### src/rtl/sram_bridge_pkg.sv
// Shared encodings and helpers for the 32-bit CPU to 16-bit async SRAM bridge.
package sram_bridge_pkg;

  localparam int unsigned LANE_W = 16;
  localparam int unsigned CNT_W  = 4;

  localparam logic [1:0] ST_IDLE = 2'd0;
  localparam logic [1:0] ST_LO   = 2'd1;
  localparam logic [1:0] ST_HI   = 2'd2;
  localparam logic [1:0] ST_DONE = 2'd3;

  typedef struct packed {
    logic [LANE_W-1:0] hi;
    logic [LANE_W-1:0] lo;
  } rd_word_t;

  // Zero every byte whose lane enable is clear.
  function automatic logic [2*LANE_W-1:0] lane_mask(input rd_word_t w, input logic [3:0] sel);
    logic [2*LANE_W-1:0] m;
    for (int i = 0; i < 4; i++) begin
      m[i*8 +: 8] = sel[i] ? w[i*8 +: 8] : 8'h00;
    end
    return m;
  endfunction

endpackage

### src/rtl/sram_phase_timer.sv
// Down-counter timing one SRAM halfword phase of WAIT_CYCLES cycles.
module sram_phase_timer
  import sram_bridge_pkg::*;
#(
  parameter int unsigned WAIT_CYCLES = 2
) (
  input  logic clk,
  input  logic rst,
  input  logic load,
  output logic first_c,
  output logic last_c
);

  localparam logic [CNT_W-1:0] LOAD_VAL = CNT_W'(WAIT_CYCLES - 1);

  logic [CNT_W-1:0] cnt;

  always_ff @(posedge clk or posedge rst) begin
    if (rst) begin
      cnt <= '0;
    end else if (load) begin
      cnt <= LOAD_VAL;
    end else if (cnt != '0) begin
      cnt <= cnt - CNT_W'(1);
    end
  end

  assign first_c = (cnt == LOAD_VAL);
  assign last_c  = (cnt == '0);

endmodule

### src/rtl/sram_bridge.sv
// CPU data-port to 16-bit async SRAM bridge: one 32-bit access as up to two halfword phases.
// Define SRAM_BRIDGE_ERR_EN to add err_o and reject addresses beyond the SRAM window.
module sram_bridge
  import sram_bridge_pkg::*;
#(
  parameter int unsigned WAIT_CYCLES = 2,
  parameter int unsigned SRAM_AW     = 20
) (
  input  logic               clk,
  input  logic               rst,
  input  logic               ce_i,
  input  logic               we_i,
  input  logic [31:0]        addr_i,
  input  logic [3:0]         sel_i,
  input  logic [31:0]        data_i,
  output logic [31:0]        data_o,
  output logic               stallreq_o,
`ifdef SRAM_BRIDGE_ERR_EN
  output logic               err_o,
`endif
  output logic [SRAM_AW-1:0] sram_addr_o,
  input  logic [15:0]        sram_dq_i,
  output logic [15:0]        sram_dq_o,
  output logic               sram_dq_oe_o,
  output logic               sram_ce_n_o,
  output logic               sram_oe_n_o,
  output logic               sram_we_n_o,
  output logic [1:0]         sram_be_n_o
);

  logic [1:0] state, next_state;
  logic       req, in_phase, load, cap_lo, cap_hi, addr_err;
  logic       first_c, last_c;
  rd_word_t   rd_q, rd_n;
  logic       unused_addr_bits;

  assign req      = ce_i && (sel_i != 4'b0000);
  assign in_phase = (state == ST_LO) || (state == ST_HI);

`ifdef SRAM_BRIDGE_ERR_EN
  assign addr_err = (addr_i[31:SRAM_AW+1] != '0);
`else
  assign addr_err = 1'b0;
`endif
  assign unused_addr_bits = ^{addr_i[1:0], addr_i[31:SRAM_AW+1]};

  sram_phase_timer #(.WAIT_CYCLES(WAIT_CYCLES)) u_timer (
    .clk     (clk),
    .rst     (rst),
    .load    (load),
    .first_c (first_c),
    .last_c  (last_c)
  );

  always_ff @(posedge clk or posedge rst) begin
    if (rst) state <= ST_IDLE;
    else     state <= next_state;
  end

  // Next state and SRAM pin decode; pins go inactive as soon as state leaves a phase.
  always_comb begin
    next_state   = state;
    sram_ce_n_o  = 1'b1;
    sram_oe_n_o  = 1'b1;
    sram_we_n_o  = 1'b1;
    sram_be_n_o  = 2'b11;
    sram_dq_oe_o = 1'b0;
    sram_dq_o    = '0;
    sram_addr_o  = '0;

    case (state)
      ST_IDLE: begin
        if (req) begin
          if (addr_err)                 next_state = ST_DONE;
          else if (sel_i[1:0] != 2'b00) next_state = ST_LO;
          else                          next_state = ST_HI;
        end
      end
      ST_LO: begin
        if (!ce_i)       next_state = ST_IDLE;
        else if (last_c) next_state = (sel_i[3:2] != 2'b00) ? ST_HI : ST_DONE;
      end
      ST_HI: begin
        if (!ce_i)       next_state = ST_IDLE;
        else if (last_c) next_state = ST_DONE;
      end
      default: next_state = ST_IDLE;
    endcase

    if (in_phase) begin
      sram_ce_n_o = 1'b0;
      sram_addr_o = {addr_i[SRAM_AW:2], (state == ST_HI)};
      sram_be_n_o = (state == ST_HI) ? ~sel_i[3:2] : ~sel_i[1:0];
      if (we_i) begin
        sram_dq_oe_o = 1'b1;
        sram_dq_o    = (state == ST_HI) ? data_i[31:16] : data_i[15:0];
        sram_we_n_o  = first_c;
      end else begin
        sram_oe_n_o  = 1'b0;
      end
    end
  end

  assign load = ((next_state == ST_LO) || (next_state == ST_HI)) && (next_state != state);

  assign stallreq_o = req && (state != ST_DONE);

  assign cap_lo  = (state == ST_LO) && ce_i && !we_i && last_c;
  assign cap_hi  = (state == ST_HI) && ce_i && !we_i && last_c;
  assign rd_n.lo = cap_lo ? sram_dq_i : rd_q.lo;
  assign rd_n.hi = cap_hi ? sram_dq_i : rd_q.hi;

  // Read data is assembled on the edge into DONE so it is valid throughout DONE.
  always_ff @(posedge clk or posedge rst) begin
    if (rst) begin
      rd_q   <= '0;
      data_o <= '0;
`ifdef SRAM_BRIDGE_ERR_EN
      err_o  <= 1'b0;
`endif
    end else begin
      rd_q <= rd_n;
      if (in_phase && (next_state == ST_DONE) && !we_i) begin
        data_o <= lane_mask(rd_n, sel_i);
      end
`ifdef SRAM_BRIDGE_ERR_EN
      else if ((state == ST_IDLE) && (next_state == ST_DONE)) begin
        data_o <= '0;
      end
      err_o <= (state == ST_IDLE) && (next_state == ST_DONE);
`endif
    end
  end

endmodule

### config.mk
export PLATFORM = sky130hd
export DESIGN_NAME = sram_bridge
export DESIGN_NICKNAME = d
export VERILOG_FILES = /design/src/rtl/sram_bridge_pkg.sv /design/src/rtl/sram_phase_timer.sv /design/src/rtl/sram_bridge.sv
export SDC_FILE = /design/constraint.sdc
export NUM_CORES = 1
export LEC_CHECK = 0
export CELL_PAD_IN_SITES_DETAIL_PLACEMENT = 1
export CELL_PAD_IN_SITES_GLOBAL_PLACEMENT = 1
export CORE_ASPECT_RATIO = 1.2
export CORE_MARGIN = 2
export CORE_UTILIZATION = 25
export DETAILED_ROUTE_END_ITERATION = 10
export HOLD_SLACK_MARGIN = 0.1
export PLACE_DENSITY = 0.76
export SYNTH_ARGS = -nofsm -noshare
export SYNTH_HDL_FRONTEND = slang
export SYNTH_SLANG_ARGS = --single-unit
### constraint.sdc
create_clock -name clk -period 7.2 [get_ports clk]
set_clock_uncertainty 0.15 [all_clocks]
set_input_delay 1.8 -clock clk [delete_from_list [all_inputs] [get_ports clk]]
set_output_delay 1.8 -clock clk [all_outputs]
set_load 0.02 [all_outputs]
Word-level counts from Yosys, hierarchy flattened. Index checks and enable logic that the tools add are counted.

Bits in latches: 0. Bits in read-only memories: 0. Memory bits (writable): 0. Input bits: 88. Output and inout port bits: 75. Flip-flop bits (word level): 70. Memories: 0. Logic and storage cells: 65.

Div/mod/pow operators: 0. Shift operators: 0. Bitwise logic cells: 2. Mux-type cells: 28. Reductions and logical operators: 21. Eq/ne operators: 8. Order comparisons: 0. Add/subtract/negate cells: 1. $mul: 0.

Operators with widths (count): $mux W16 (5); $mux W8 (4); $mux W20 (1); $mux W2 (8); $logic_and A1 B1 Y1 (11); $mux W4 (2); $reduce_bool A4 Y1 (2); $mux W1 (7); $eq A2 B2 Y1 const B (3); $pmux W2 S3 (1); $reduce_bool A2 Y1 (3); $eq A2 B1 Y1 const B (2); $eq A4 B1 Y1 const B (1); $logic_not A4 Y1 (1); $not A2 Y2 (2); $sub A4 B1 Y4 const B (1); $logic_not A2 Y1 (1); $logic_or A1 B1 Y1 (2); $ne A2 B2 Y1 (1); $ne A2 B2 Y1 const B (1); $logic_not A1 Y1 (1).

Depth between registers and ports, before layout. Gate-level depths: netlist (run 1).

Depth after elaboration: 9. Depth in mapped cells: 12. Mapped depth without buffers: 11.

Hierarchy. From an unflattened synthesis (run 1), not the netlist that was laid out.

Cells, all modules: 303. Area total of the unflattened synthesis: 3575.9 um^2.

By module, submodules not included: sram_bridge (area an instance 3323.2 um^2, sequential area each 1651.6 um^2, cells each 278, instances 1); sram_phase_timer (area an instance 252.7 um^2, sequential area each 100.1 um^2, cells each 25, instances 1).

Least setup slack after synthesis (run 1). No wires, ideal clock.

Path type: input to output. From: input port sel_i[0]. To: output port stallreq_o. Arrival time: 2.678 ns. Data required time: 5.250 ns. Stages on the path: 3. Slack: 2.572 ns. Buffers on the path: 1. Path through: clkbuf_1 -> nor4_1 -> nor3b_1.

Cells in the longest elaborated chain, start to end: 3.

RTL lines: from (decl) (RTL line sram_bridge.sv:14) `input logic [3:0] sel_i,`; $reduce_bool A4 Y1 (RTL line sram_bridge.sv:37) `assign req = ce_i && (sel_i != 4'b0000);`; $logic_and A1 B1 Y1 (RTL line sram_bridge.sv:37); $logic_and A1 B1 Y1 (RTL line sram_bridge.sv:106) `assign stallreq_o = req && (state != ST_DONE);`; to (decl) (RTL line sram_bridge.sv:17) `output logic stallreq_o,`.

No other way between the ends.

Final worst setup path (run 1).
From: input port sel_i[3]. To: output port sram_be_n_o[1].

Cells in the longest elaborated chain, start to end: 3.

RTL lines: $not A2 Y2 (RTL line sram_bridge.sv:93) `sram_be_n_o = (state == ST_HI) ? ~sel_i[3:2] : ~sel_i[1:0];`; $mux W2 (RTL line sram_bridge.sv:93); $mux W2 (RTL line sram_bridge.sv:90) `if (in_phase) begin`; to (decl) (RTL line sram_bridge.sv:28) `output logic [1:0] sram_be_n_o`.

No other way between the ends.

==> results.yml, run 1 <==
global_routing:
  antenna_found_initial: 0
  grt_max_degree: 71
  track_usage: 0.143
  grt_first_pass_wirelength_um: 17100
  overflow: 0
  grt_pass1_vias: 3240
yosys:
  synth_ff_type: "dfrtp_1"
  synth-simple-area-share: 0.166
  yosys-top-cells-area: "dfrtp_1 (48%), and2_1 (8.8%), mux2_4 (8.3%)"
  synth-edff-count: 0
  synthAdderAreaFrac: 0.0310
  yosysSeqAreaShare: 0.482
  yosysUniqueCellTypes: 40
  netlist_top_cells_count: "dfrtp_1 (70), and2_1 (51), nor2_1 (22)"
  synth.cell_area_um2: 3640
  synth_xor_area_frac: 0.00482
  yosys.area.top_type_share: 0.482
  synth.most_common_cell: "dfrtp_1"
  ys_warn_count: 0
  async_flop_share: 1.00
  syn_nets: 405
  synth.avg_cell_area_um2: 11.8
  synth_cells: 308
  synth_top_family_by_area: "multiplexers"
  synth-seq-cells: 70
  synth_mux_area_frac: 0.170
  yosysTopAreaCell: "dfrtp_1"
  synth_compound_area_frac: 0.113
critical_path:
  crit_path_start_kind: "input port"
  crit_path_cell_trace: "clkdlybuf4s50_1 -> mux2_2 -> nand2_1 -> clkdlybuf4s50_1"
  r2r_cells: 11
  cp_max_fo: 13
  path_delay_family: "buffers and inverters"
  critPathBufInv: 2
  crit_cells: 4
  worstSetupPathType: "in2out"
  cp_slowest_cell: "clkdlybuf4s50_1"
  cp_common_cell: "clkdlybuf4s50_1"
  worst_ep_arrival_time_ps: 3670
  worst_setup_path_end_kind: "primary output"
  cp_data_required_time_ps: 5250
  slowest_delay_ps: 750
clock_network:
  ctsHtreeMaxLevel: 3
  cts_hold_buf: 0
  insertion_delay_ps: 340
  cts_tree: "done"
  cts_resized: 0
  numCtsBuffers: 9
  cts_buffer_depth: 2
  cts.sinks: 70
  cts_root_buf: "clkbuf_16"
  postCtsSetupRepairBufs: 0
  clk_pin_slew_ps: 60
drt:
  drc: 0
  routedWlPerCell_um: 17.5
  vias: 2957
  routed_wl_um: 11100
  drt_pre_antenna_iters: 4
  dr.first_iter.drc_count: 89
  vias_per_cell: 4.68
  detail-route-antenna-nets: 0
place:
  gp_congestion: 0.687
  hpwl_um: 8080
  portBuffers: 149
floorplan:
  die_w_um: 114
  rows: 48
  coreArea_um2: 14300
  start_util: 0.254
  die_area_um2: 15500
  ios: 163
  fp.dieH_um: 136
finish:
  fin_nets: 550
  syn_to_final_growth_pct: 52.9
  n_antenna_cell: 0
  drive_gt1_frac: 0.158
  finish.utilization: 0.389
power_and_ir_drop:
  leakage_nw: 2.48
  p_per_area_nw_per_um2: 350
  ir_worst_vdd_mv: 0.148
hold_path:
  hp-class: "reg2reg"
  min_path_cells: 1
timing:
  final_hold_viol_count: 0
  setup_violations: 0
  tightest_slew_ps: 891
  slew-limit-headroom: 0.406
  slew_viol_final: 0
  max_freq_mhz: 178
  rsz0062_at_grt: "false"
  fin_setup_tns_ps: 0
  period_share: 0.781
  post-route-min-period_ps: 5620
run_status:
  status: "finished clean"
job:
  drv_cap: 0
## sequential cells by signal (all words and copies together) (netlist names)
name and flops:
data_o 32, state 2, rd_q 32, u_timer.cnt 4
## through the flow
stage | cell area [µm²] | hold slack, ps | setup WS, ps | power (mW) | std cells
2_1_floorplan | 3640 | 318 | 2570 | 1.16 | 308
3_3_place_gp | 5280 | 327 | 1570 | 1.52 | 617
3_5_place_dp | 5280 | 328 | 1560 | 1.56 | 617
4_1_cts | 5560 | 343 | 1560 | 1.98 | 632
5_1_grt | 5560 | 354 | 1480 | 2.07 | 632
6_report | 5560 | 339 | 1580 | 1.95 | 632
## layout by cell type, fill, tap and decap left out, types with 5 or more instances in the layout
cell	synthesis	routed
mux2_2	14	14
a31o_1	20	20
a31o_2	12	12
dfrtp_1	70	70
nor2_1	22	21
clkdlybuf4s50_1	0	149
ha_1	9	9
a21oi_1	5	5
and2_1	51	51
mux2i_1	16	16
mux2_4	20	20
nand2_1	8	8
inv_1	9	8
clkbuf_16	0	9
## area by class of cell
class	count	area, µm²
Fill cell	1537	8730
Sequential cell	70	1750
Tap cell	175	219
Timing Repair Buffer	152	1510
Clock inverter	5	36.3
Inverter	9	33.8
Clock buffer	10	239
Multi-Input combinational cell	211	1770
## layer usage
layer | vias to the layer above | wire, µm | global-route usage
met4 | 0 | 239 | 0.0678
met3 | 15 | 843 | 0.0321
li1 | 1365 | - | -
met1 | 1447 | 4390 | 0.157
met5 | - | 0 | 0
met2 | 130 | 5610 | 0.259
## worst reg2reg max path: stages (launching register included)
cell	delay, ps
dfrtp_1	460
inv_1	150
ha_1	250
buf_4	350
o21ai_0	210
a211o_2	360
o21ai_0	270
ha_1	320
nand2_1	80
a221oi_1	50
a41o_1	260
or4_1	530
## logic make-up after synthesis
logic type / count (synthesis)
AOI/OAI and AO/OA: 51
xor gates and xnor gates: 2
adders and majority gates: 9
buffers and inverters: 27
DFF: 70
muxes: 50
and+or+nand+nor: 99
## worst paths after layout
kind | startpoint | to | slack (ps)
max in group asynchronous | rst | rd_q[1] | 4410
min in group asynchronous | rst | rd_q[12] | 1900
worst min-delay path | rd_q[25] | rd_q[25] | 340
worst min register to register | rd_q[25] | rd_q[25] | 340
worst max register to register | state[0] | u_timer.cnt[0] | 3610
worst max-delay path | sel_i[3] | sram_be_n_o[1] | 1580
## power breakdown
| group | total (mW) | leakage, nW | internal [mW] | switching (mW) |
|---|---|---|---|---|
| Sequential | 0.580 | 0.949 | 0.517 | 0.0624 |
| Clock | 0.407 | 0.127 | 0.240 | 0.167 |
| Combinational | 0.961 | 1.41 | 0.484 | 0.477 |
No activity file was read; power rests on OpenSTA's default activity.
==> inputs of run 2 (changes only) <==
- PLACE_DENSITY: 0.76 -> 0.79
- clock period: 7.2 -> 5.05 ns (I/O delays scaled with it)
==> results.yml, run 2 (synthesized netlist as in run 1, its figures left out) <==
finish:
  n_antenna_cell: 0
  most-common-layout-cells: "clkdlybuf4s50_1 (149), dfrtp_1 (70), and2_1 (51)"
  design_area_um2: 5630
  instances_no_fill: 637
  seqCellArea_um2: 1750
  finish.utilization: 0.394
  largestRegisters: "data_o x32, rd_q x32, u_timer.cnt x4"
  drive_gt1_frac: 0.165
  multiInputGateArea_um2: 1770
  final_common_cell: "clkdlybuf4s50_1"
  fin_nets: 554
  fill_cells: 1555
  syn_to_final_growth_pct: 54.8
floorplan:
  die_w_um: 114
  ios: 163
  rows: 48
  die_area_um2: 15500
  coreArea_um2: 14300
  start_util: 0.254
  fp.dieH_um: 136
timing:
  slew_viol_final: 0
  tightest_slew_ps: 977
  post-route-min-period_ps: 4460
  layout_setup_ws_ps: 591
  max_freq_mhz: 224
  rsz0062_at_grt: "false"
  setup_violations: 0
  period_share: 0.883
  slew-limit-headroom: 0.347
  fin_setup_tns_ps: 0
  final_hold_viol_count: 0
clock_network:
  postCtsSetupRepairBufs: 0
  cts_root_buf: "clkbuf_16"
  insertion_delay_ps: 330
  cts.sinks: 70
  ctsHtreeMaxLevel: 3
  cts_resized: 0
  clk_pin_slew_ps: 50
  cts_hold_buf: 0
  numCtsBuffers: 9
  cts_tree: "done"
  cts_buffer_depth: 2
critical_path:
  worstSetupPathType: "in2out"
  rr_startpoint: "state[0]"
  slowest_delay_ps: 630
  crit_path_start_kind: "input port"
  crit_path_cell_trace: "clkdlybuf4s50_1 -> nand2_1 -> nor2_1 -> clkdlybuf4s50_1"
  r2r_cells: 10
  cp_data_required_time_ps: 3640
  path_delay_family: "buffers and inverters"
  worst_ep_arrival_time_ps: 3050
  cp_max_fo: 17
  r2r_slack_ps: 1800
  r2r_end: "data_o[1]"
  cp_slowest_cell: "clkdlybuf4s50_1"
  critPathBufInv: 2
  cp_common_cell: "clkdlybuf4s50_1"
  worst_setup_path_end_kind: "primary output"
hold_path:
  min_path_cells: 1
  hp-class: "reg2reg"
  min_from: "rd_q[27]"
  hold_end: "rd_q[27]"
drt:
  route.met2.wl_um: 5780
  vias: 3029
  routed_wl_um: 11500
  drt_pre_antenna_iters: 4
  vias_per_cell: 4.76
  detail-route-antenna-nets: 0
  wl_met3_um: 1100
  dr.first_iter.drc_count: 124
  routedWlPerCell_um: 18.0
  drc: 0
  top_layer_used: "met4"
  wl_met1_um: 4460
place:
  portBuffers: 149
  gp_congestion: 0.696
  post_dp_cell_area_um2: 5310
  hpwl_um: 8350
  placedCellCount: 621
  dp_slack_ps: 559
global_routing:
  antenna_found_initial: 1
  grt_first_pass_wirelength_um: 18100
  track_usage: 0.151
  overflow: 0
  grt_pass1_vias: 3340
  grt_max_degree: 47
job:
  drv_cap: 0
power_and_ir_drop:
  leakage_nw: 2.53
  p_per_area_nw_per_um2: 511
  ir_worst_vdd_mv: 0.214
run_status:
  status: "finished clean"
-- run 2: report_power, final --
group	internal (mW)	switching (mW)
clock network	0.431	0.240
logic	0.693	0.685
registers	0.737	0.0884
-- run 2: metrics by stage --
stage | hold WS, ps | power [mW]
2_1_floorplan | 318 | 1.65
3_3_place_gp | 329 | 2.16
3_5_place_dp | 328 | 2.22
4_1_cts | 344 | 2.92
5_1_grt | 354 | 3.05
6_report | 343 | 2.88
-- run 2: worst register-to-register path: cells and delay by family, from the launching register on --
kind                     cells  cell delay (ps)
flip-flops                   1              470
AND/OR/NAND/NOR              2              780
AO/OA/AOI/OAI                4             1030
adder cells (fa/ha/maj)      2              510
buffers and inverters        2              200
-- run 2: layout make-up --
class,instances,share of cell area
Multi-Input combinational cell,211,0.314
Sequential cell,70,0.311
Timing Repair Buffer,156,0.274
Clock buffer,10,0.0407
Tap cell,175,0.0389
Clock inverter,6,0.0153
Inverter,9,0.00600
-- run 2: how the worst max path moves through the flow --
stage / start / endpoint / slack, ps / cells past startpoint
final: we_i / sram_dq_o[12] / 590 / 4
after floorplan: sel_i[0] / stallreq_o / 1500 / 3
after global placement: we_i / sram_dq_o[2] / 620 / 4
after global routing: state[0] / sram_dq_o[12] / 280 / 5
after CTS: we_i / sram_dq_o[12] / 550 / 4
after detailed placement: we_i / sram_dq_o[12] / 560 / 4
-- run 2: per-layer routing --
metal,GRT usage,vias to the layer above
met4,0.0386,0
met5,0,-
met1,0.165,1504
met2,0.278,143
met3,0.0526,8
li1,-,1374
